**src/rtl/hilo_muldiv_sequencer.sv**
```systemverilog
// HI/LO register owner with a 32-iteration shift-add multiplier serving
// MULT/MADD/MSUB (signed and unsigned) plus MTHI/MTLO.
module hilo_muldiv_sequencer (
    input  logic        Clk,
    input  logic        Rst,
    input  logic        Start,
    input  logic [2:0]  Op,
    input  logic [31:0] A,
    input  logic [31:0] B,
    output logic        Busy,
    output logic        Stall,
    output logic        Done,
    output logic [31:0] Hi,
    output logic [31:0] Lo
);

    typedef enum logic [1:0] {
        IDLE   = 2'd0,
        RUN    = 2'd1,
        FINISH = 2'd2
    } state_t;

    state_t      state;
    state_t      state_next;

    logic [63:0] mcand;
    logic [31:0] mplier;
    logic [63:0] partial;
    logic [4:0]  count;
    logic        neg;
    logic [2:0]  op_held;
    logic        busy_flag;
    logic        done_flag;

    logic        accept;
    logic        mt_write;
    logic [31:0] mag_a;
    logic [31:0] mag_b;
    logic [63:0] product;
    logic [63:0] acc;
    logic [63:0] result;

    // Next-state and issue decode; Start only matters in IDLE.
    always_comb begin
        state_next = state;
        accept     = 1'b0;
        mt_write   = 1'b0;
        case (state)
            IDLE: begin
                if (Start) begin
                    if (Op[2:1] != 2'b11) begin
                        accept     = 1'b1;
                        state_next = RUN;
                    end else begin
                        mt_write = 1'b1;
                    end
                end
            end
            RUN: begin
                if (count == 5'd31) begin
                    state_next = FINISH;
                end
            end
            FINISH: begin
                state_next = IDLE;
            end
            default: begin
                state_next = IDLE;
            end
        endcase
    end

    // Operand magnitudes (signed ops) and the final sign-corrected result.
    always_comb begin
        mag_a   = (!Op[0] && A[31]) ? (~A + 32'd1) : A;
        mag_b   = (!Op[0] && B[31]) ? (~B + 32'd1) : B;
        product = neg ? (~partial + 64'd1) : partial;
        acc     = {Hi, Lo};
        case (op_held[2:1])
            2'b01:   result = acc + product;
            2'b10:   result = acc - product;
            default: result = product;
        endcase
    end

    always_ff @(posedge Clk) begin
        if (!Rst) begin
            state <= IDLE;
        end else begin
            state <= state_next;
        end
    end

    // Busy/Done are registered copies of the upcoming state so no input
    // reaches an output combinationally.
    always_ff @(posedge Clk) begin
        if (!Rst) begin
            busy_flag <= 1'b0;
            done_flag <= 1'b0;
        end else begin
            busy_flag <= (state_next != IDLE);
            done_flag <= (state == FINISH);
        end
    end

    always_ff @(posedge Clk) begin
        if (!Rst) begin
            mcand   <= '0;
            mplier  <= '0;
            partial <= '0;
            count   <= '0;
            neg     <= 1'b0;
            op_held <= '0;
            Hi      <= '0;
            Lo      <= '0;
        end else begin
            case (state)
                IDLE: begin
                    if (accept) begin
                        mcand   <= {32'd0, mag_a};
                        mplier  <= mag_b;
                        neg     <= !Op[0] && (A[31] ^ B[31]);
                        op_held <= Op;
                        partial <= '0;
                        count   <= '0;
                    end else if (mt_write) begin
                        if (Op[0]) begin
                            Lo <= A;
                        end else begin
                            Hi <= A;
                        end
                    end
                end
                RUN: begin
                    if (mplier[0]) begin
                        partial <= partial + mcand;
                    end
                    mcand  <= mcand << 1;
                    mplier <= mplier >> 1;
                    count  <= count + 5'd1;
                end
                FINISH: begin
                    {Hi, Lo} <= result;
                end
                default: begin
                end
            endcase
        end
    end

    assign Busy  = busy_flag;
    assign Stall = busy_flag;
    assign Done  = done_flag;

endmodule

```
**config.mk**
```make
export PLATFORM = sky130hd
export DESIGN_NAME = hilo_muldiv_sequencer
export DESIGN_NICKNAME = d
export VERILOG_FILES = /design/src/rtl/hilo_muldiv_sequencer.sv
export SDC_FILE = /design/constraint.sdc
export NUM_CORES = 1
export LEC_CHECK = 0
export BUFFER_PORTS_ARGS = -buffer_cell sky130_fd_sc_hd__buf_2
export CAP_MARGIN = 20
export CELL_PAD_IN_SITES_DETAIL_PLACEMENT = 1
export CELL_PAD_IN_SITES_GLOBAL_PLACEMENT = 2
export CORE_MARGIN = 5
export CORE_UTILIZATION = 39
export CTS_CLUSTER_SIZE = 16
export DETAILED_ROUTE_END_ITERATION = 12
export GPL_TIMING_DRIVEN = 0
export PLACE_DENSITY_LB_ADDON = 0.1
export SLEW_MARGIN = 20
export SYNTH_ARGS = -nofsm -noshare
export SYNTH_HDL_FRONTEND = slang
export SYNTH_SLANG_ARGS = --single-unit
```
**constraint.sdc**
```tcl
create_clock -name Clk -period 18.83 [get_ports Clk]
set_input_delay 0.9415 -clock Clk [delete_from_list [all_inputs] [get_ports Clk]]
set_output_delay 0.9415 -clock Clk [all_outputs]
set_load 0.005 [all_outputs]
```
==> results.sh <==
export IMPL_fmax_ghz=0.1192
export IMPL_place_area_sq_mm=0.02293
export IMPL_reg2regPathDepth=24
export IMPL_core_sq_mm=0.05403
export IMPL_fin_worst_hold_slack_ns=0.4625
export IMPL_antenna_found_initial=1
export IMPL_place_gp_congestion=0.9595
export IMPL_port_buffers=135
export IMPL_hpwl_um=80000
export IMPL_fin_util=0.4431
export IMPL_startpoint="partial[0]"
export IMPL_synth_edf_count=0
export IMPL_criticalPathCategory="flop to flop"
export IMPL_diodes=0
export IMPL_grt_pass1_vias=23401
export IMPL_rsz0062_at_grt="no"
export IMPL_vias_per_cell=6.236
export IMPL_maxSlewViolCount=0
export IMPL_syn_area_sq_mm=0.02139
export IMPL_reg2reg_slack_ns=10.44
export IMPL_wl_um=98780
export IMPL_firstDrtPassIters=5
export IMPL_synth_area_top_cells="dfxtp_1, a21oi_1, ha_1"
export IMPL_hold_buffers=0
export IMPL_post_place_cells=3728
export IMPL_clockBufferDepth=3
export IMPL_seq_area_frac_synth=0.2209
export IMPL_period_share=0.4455
export IMPL_async_flop_share=0
export IMPL_critPathArrivalTime_ns=8.88
export IMPL_die_area_sq_mm=0.05962
export IMPL_drive_above_1_share=0.07747
export IMPL_r2r_end="Hi[30]"
export IMPL_start_util=0.3959
export IMPL_slew_headroom=0.2400
export IMPL_p_leak_nw=9.916
export IMPL_ys_ff_latch=236
export IMPL_max_cap_violations=0
export IMPL_yosysUniqueCellTypes=95
export IMPL_finalNonFillerCells=3781
export IMPL_clkSinkCount=236
export IMPL_grt_use_total=0.3142
export IMPL_rows=85
export IMPL_critPathLaunchType="flop"
export IMPL_drcViolationCount=0
export IMPL_clk_pin_slew_ns=0.06
export IMPL_cts_repair_resized=0
export IMPL_critPathCaptureType="flop"
export IMPL_vias=23578
export IMPL_drt_iter0_drc=1513
export IMPL_cts_setup_buffers=0
export IMPL_cp_max_fo=9
export IMPL_ys_top_cells_by_count="a21oi_1, nand2_1, dfxtp_1, nor2_1"
export IMPL_cts_inserted_buffers=30
export IMPL_synth_top_area_cell="dfxtp_1"
export IMPL_clk_latency_ns=0.60
export IMPL_root_buffer="clkbuf_16"
export IMPL_worst_slew_pin_slew_ns=1.140
export IMPL_antenna_left=0
export IMPL_min_path_cells=2
export IMPL_required_ns=19.32
export IMPL_setup_violations=0
export IMPL_die_y_um=244.2
export IMPL_clock_skew_ns=0.02356
export IMPL_holdPathEnd="mplier[2]"
export IMPL_hp_start="mplier[2]"
export IMPL_synth_most_common_cell="a21oi_1"
export IMPL_nets=3269
export IMPL_post_route_cell_area_sq_mm=0.02394
export IMPL_syn_area_per_cell_sq_um=7.382
export IMPL_syn_instance_count=2897
export IMPL_synth_ff_type="dfxtp_1"
export IMPL_syn_nets=3102
export IMPL_finalCriticalPeriod_ns=8.389
export IMPL_grt_max_degree=15
export IMPL_outcome="complete, no violations"
export IMPL_area_growth_pct=11.92
export IMPL_cts_tree="built"
export IMPL_synthDominantCellAreaShare=0.2209
export IMPL_ys_warn_count=0
export IMPL_hold_viol=0
export IMPL_hp_class="flop to flop"
export IMPL_fin_setup_tns_ns=0
export IMPL_grt_first_pass_wirelength_um=147300
export IMPL_ir_worst_vdd_mv=0.06951
export IMPL_routedWlPerCell_um=26.13
export IMPL_gr_total_overflow=0
export IMPL_io_pins=137
export IMPL_die_w_um=244.2
export IMPL_p_per_area_mw_per_mm2=77.79
export IMPL_r2r_start="partial[0]"
export IMPL_h_tree_depth=1
## power breakdown
part           switching [mW]  internal, mW
sequential             0.0148         0.515
combinational           0.489         0.241
clock                   0.241         0.363
total                   0.744          1.12
## metrics by stage
| stage | setup slack (ns) | power (mW) |
|---|---|---|
| 2_1_floorplan | 12.56 | 1.010 |
| 3_3_place_gp | 10.76 | 1.243 |
| 3_5_place_dp | 10.69 | 1.248 |
| 4_1_cts | 10.64 | 1.853 |
| 5_1_grt | 10.12 | 1.943 |
| 6_report | 10.44 | 1.862 |
## cell usage in the layout (no fill, tap or decap), types with 63 or more instances in the layout
cell and count:
a21oi_1 356, nand2_1 308, dfxtp_1 236, nor2_1 216, clkbuf_1 165, o21ai_0 157
xnor2_1 146, xor2_1 145, buf_2 141, ha_1 133, nand3_1 99, a21o_1 83
a22oi_1 79, a211oi_1 63
## how the worst max path moves through the flow
stage          slack [ns]  depth (start not counted)      to
5_1_grt             10.12                         24  Hi[30]
6_report            10.44                         24  Hi[30]
2_1_floorplan       12.56                         25  Hi[30]
4_1_cts             10.64                         24  Hi[30]
3_3_place_gp        10.76                         24  Hi[30]
3_5_place_dp        10.69                         24  Hi[30]
## registers in the layout (all words and copies together), names as in the netlist, 2 cells and up
name / cells
count: 5
partial: 64
Hi: 32
Lo: 32
op_held: 2
state: 2
mcand: 64
mplier: 32
## worst max-delay path, cell delays in order (launching register included)
cell and delay, ns:
dfxtp_1 0.37, clkbuf_1 0.26, inv_1 0.14, ha_1 0.27, nor4b_4 0.58, nand4_1 0.16
a2111oi_0 0.85, o211ai_1 0.16, nor4_1 0.62, nand3_1 0.47, o31ai_1 0.39, xor2_1 0.31
ha_1 0.29, clkbuf_1 0.18, a2111o_1 0.46, a211oi_1 0.23, nor3_1 0.11, a221o_1 0.37
a22o_1 0.26, a311o_1 0.39, a311o_1 0.34, a21o_1 0.22, a211oi_1 0.46, xor2_1 0.14
a221oi_1 0.26
## cell type report
cell class / count / area [sq um]
fill: 6815 / 30090
inverter: 51 / 191.4
sequential: 236 / 4725
buffer: 188 / 725.7
tap: 696 / 870.8
clock inverter: 8 / 115.1
clock buffer: 45 / 888.4
multi-input combinational: 2422 / 15750
timing repair buffer: 135 / 675.6
## cells by family after synthesis
| group | synth area share |
|---|---|
| fa+ha+maj | 0.07968 |
| compound gates | 0.2988 |
| buf+inv | 0.04288 |
| xor+xnor | 0.1207 |
| simple gates | 0.2196 |
| flops | 0.2209 |
| mux | 0.01738 |
## metal layers
metal	global-route usage	routed length [um]	up-vias	part of all wire
met5	0	0	-	0
met4	0.1210	4635	0	0.047
met3	0.02730	5527	164	0.056
met2	0.5099	43760	758	0.44
met1	0.4344	44860	11651	0.45
li1	-	-	11005	-
No activity file was read; power rests on OpenSTA's default activity.
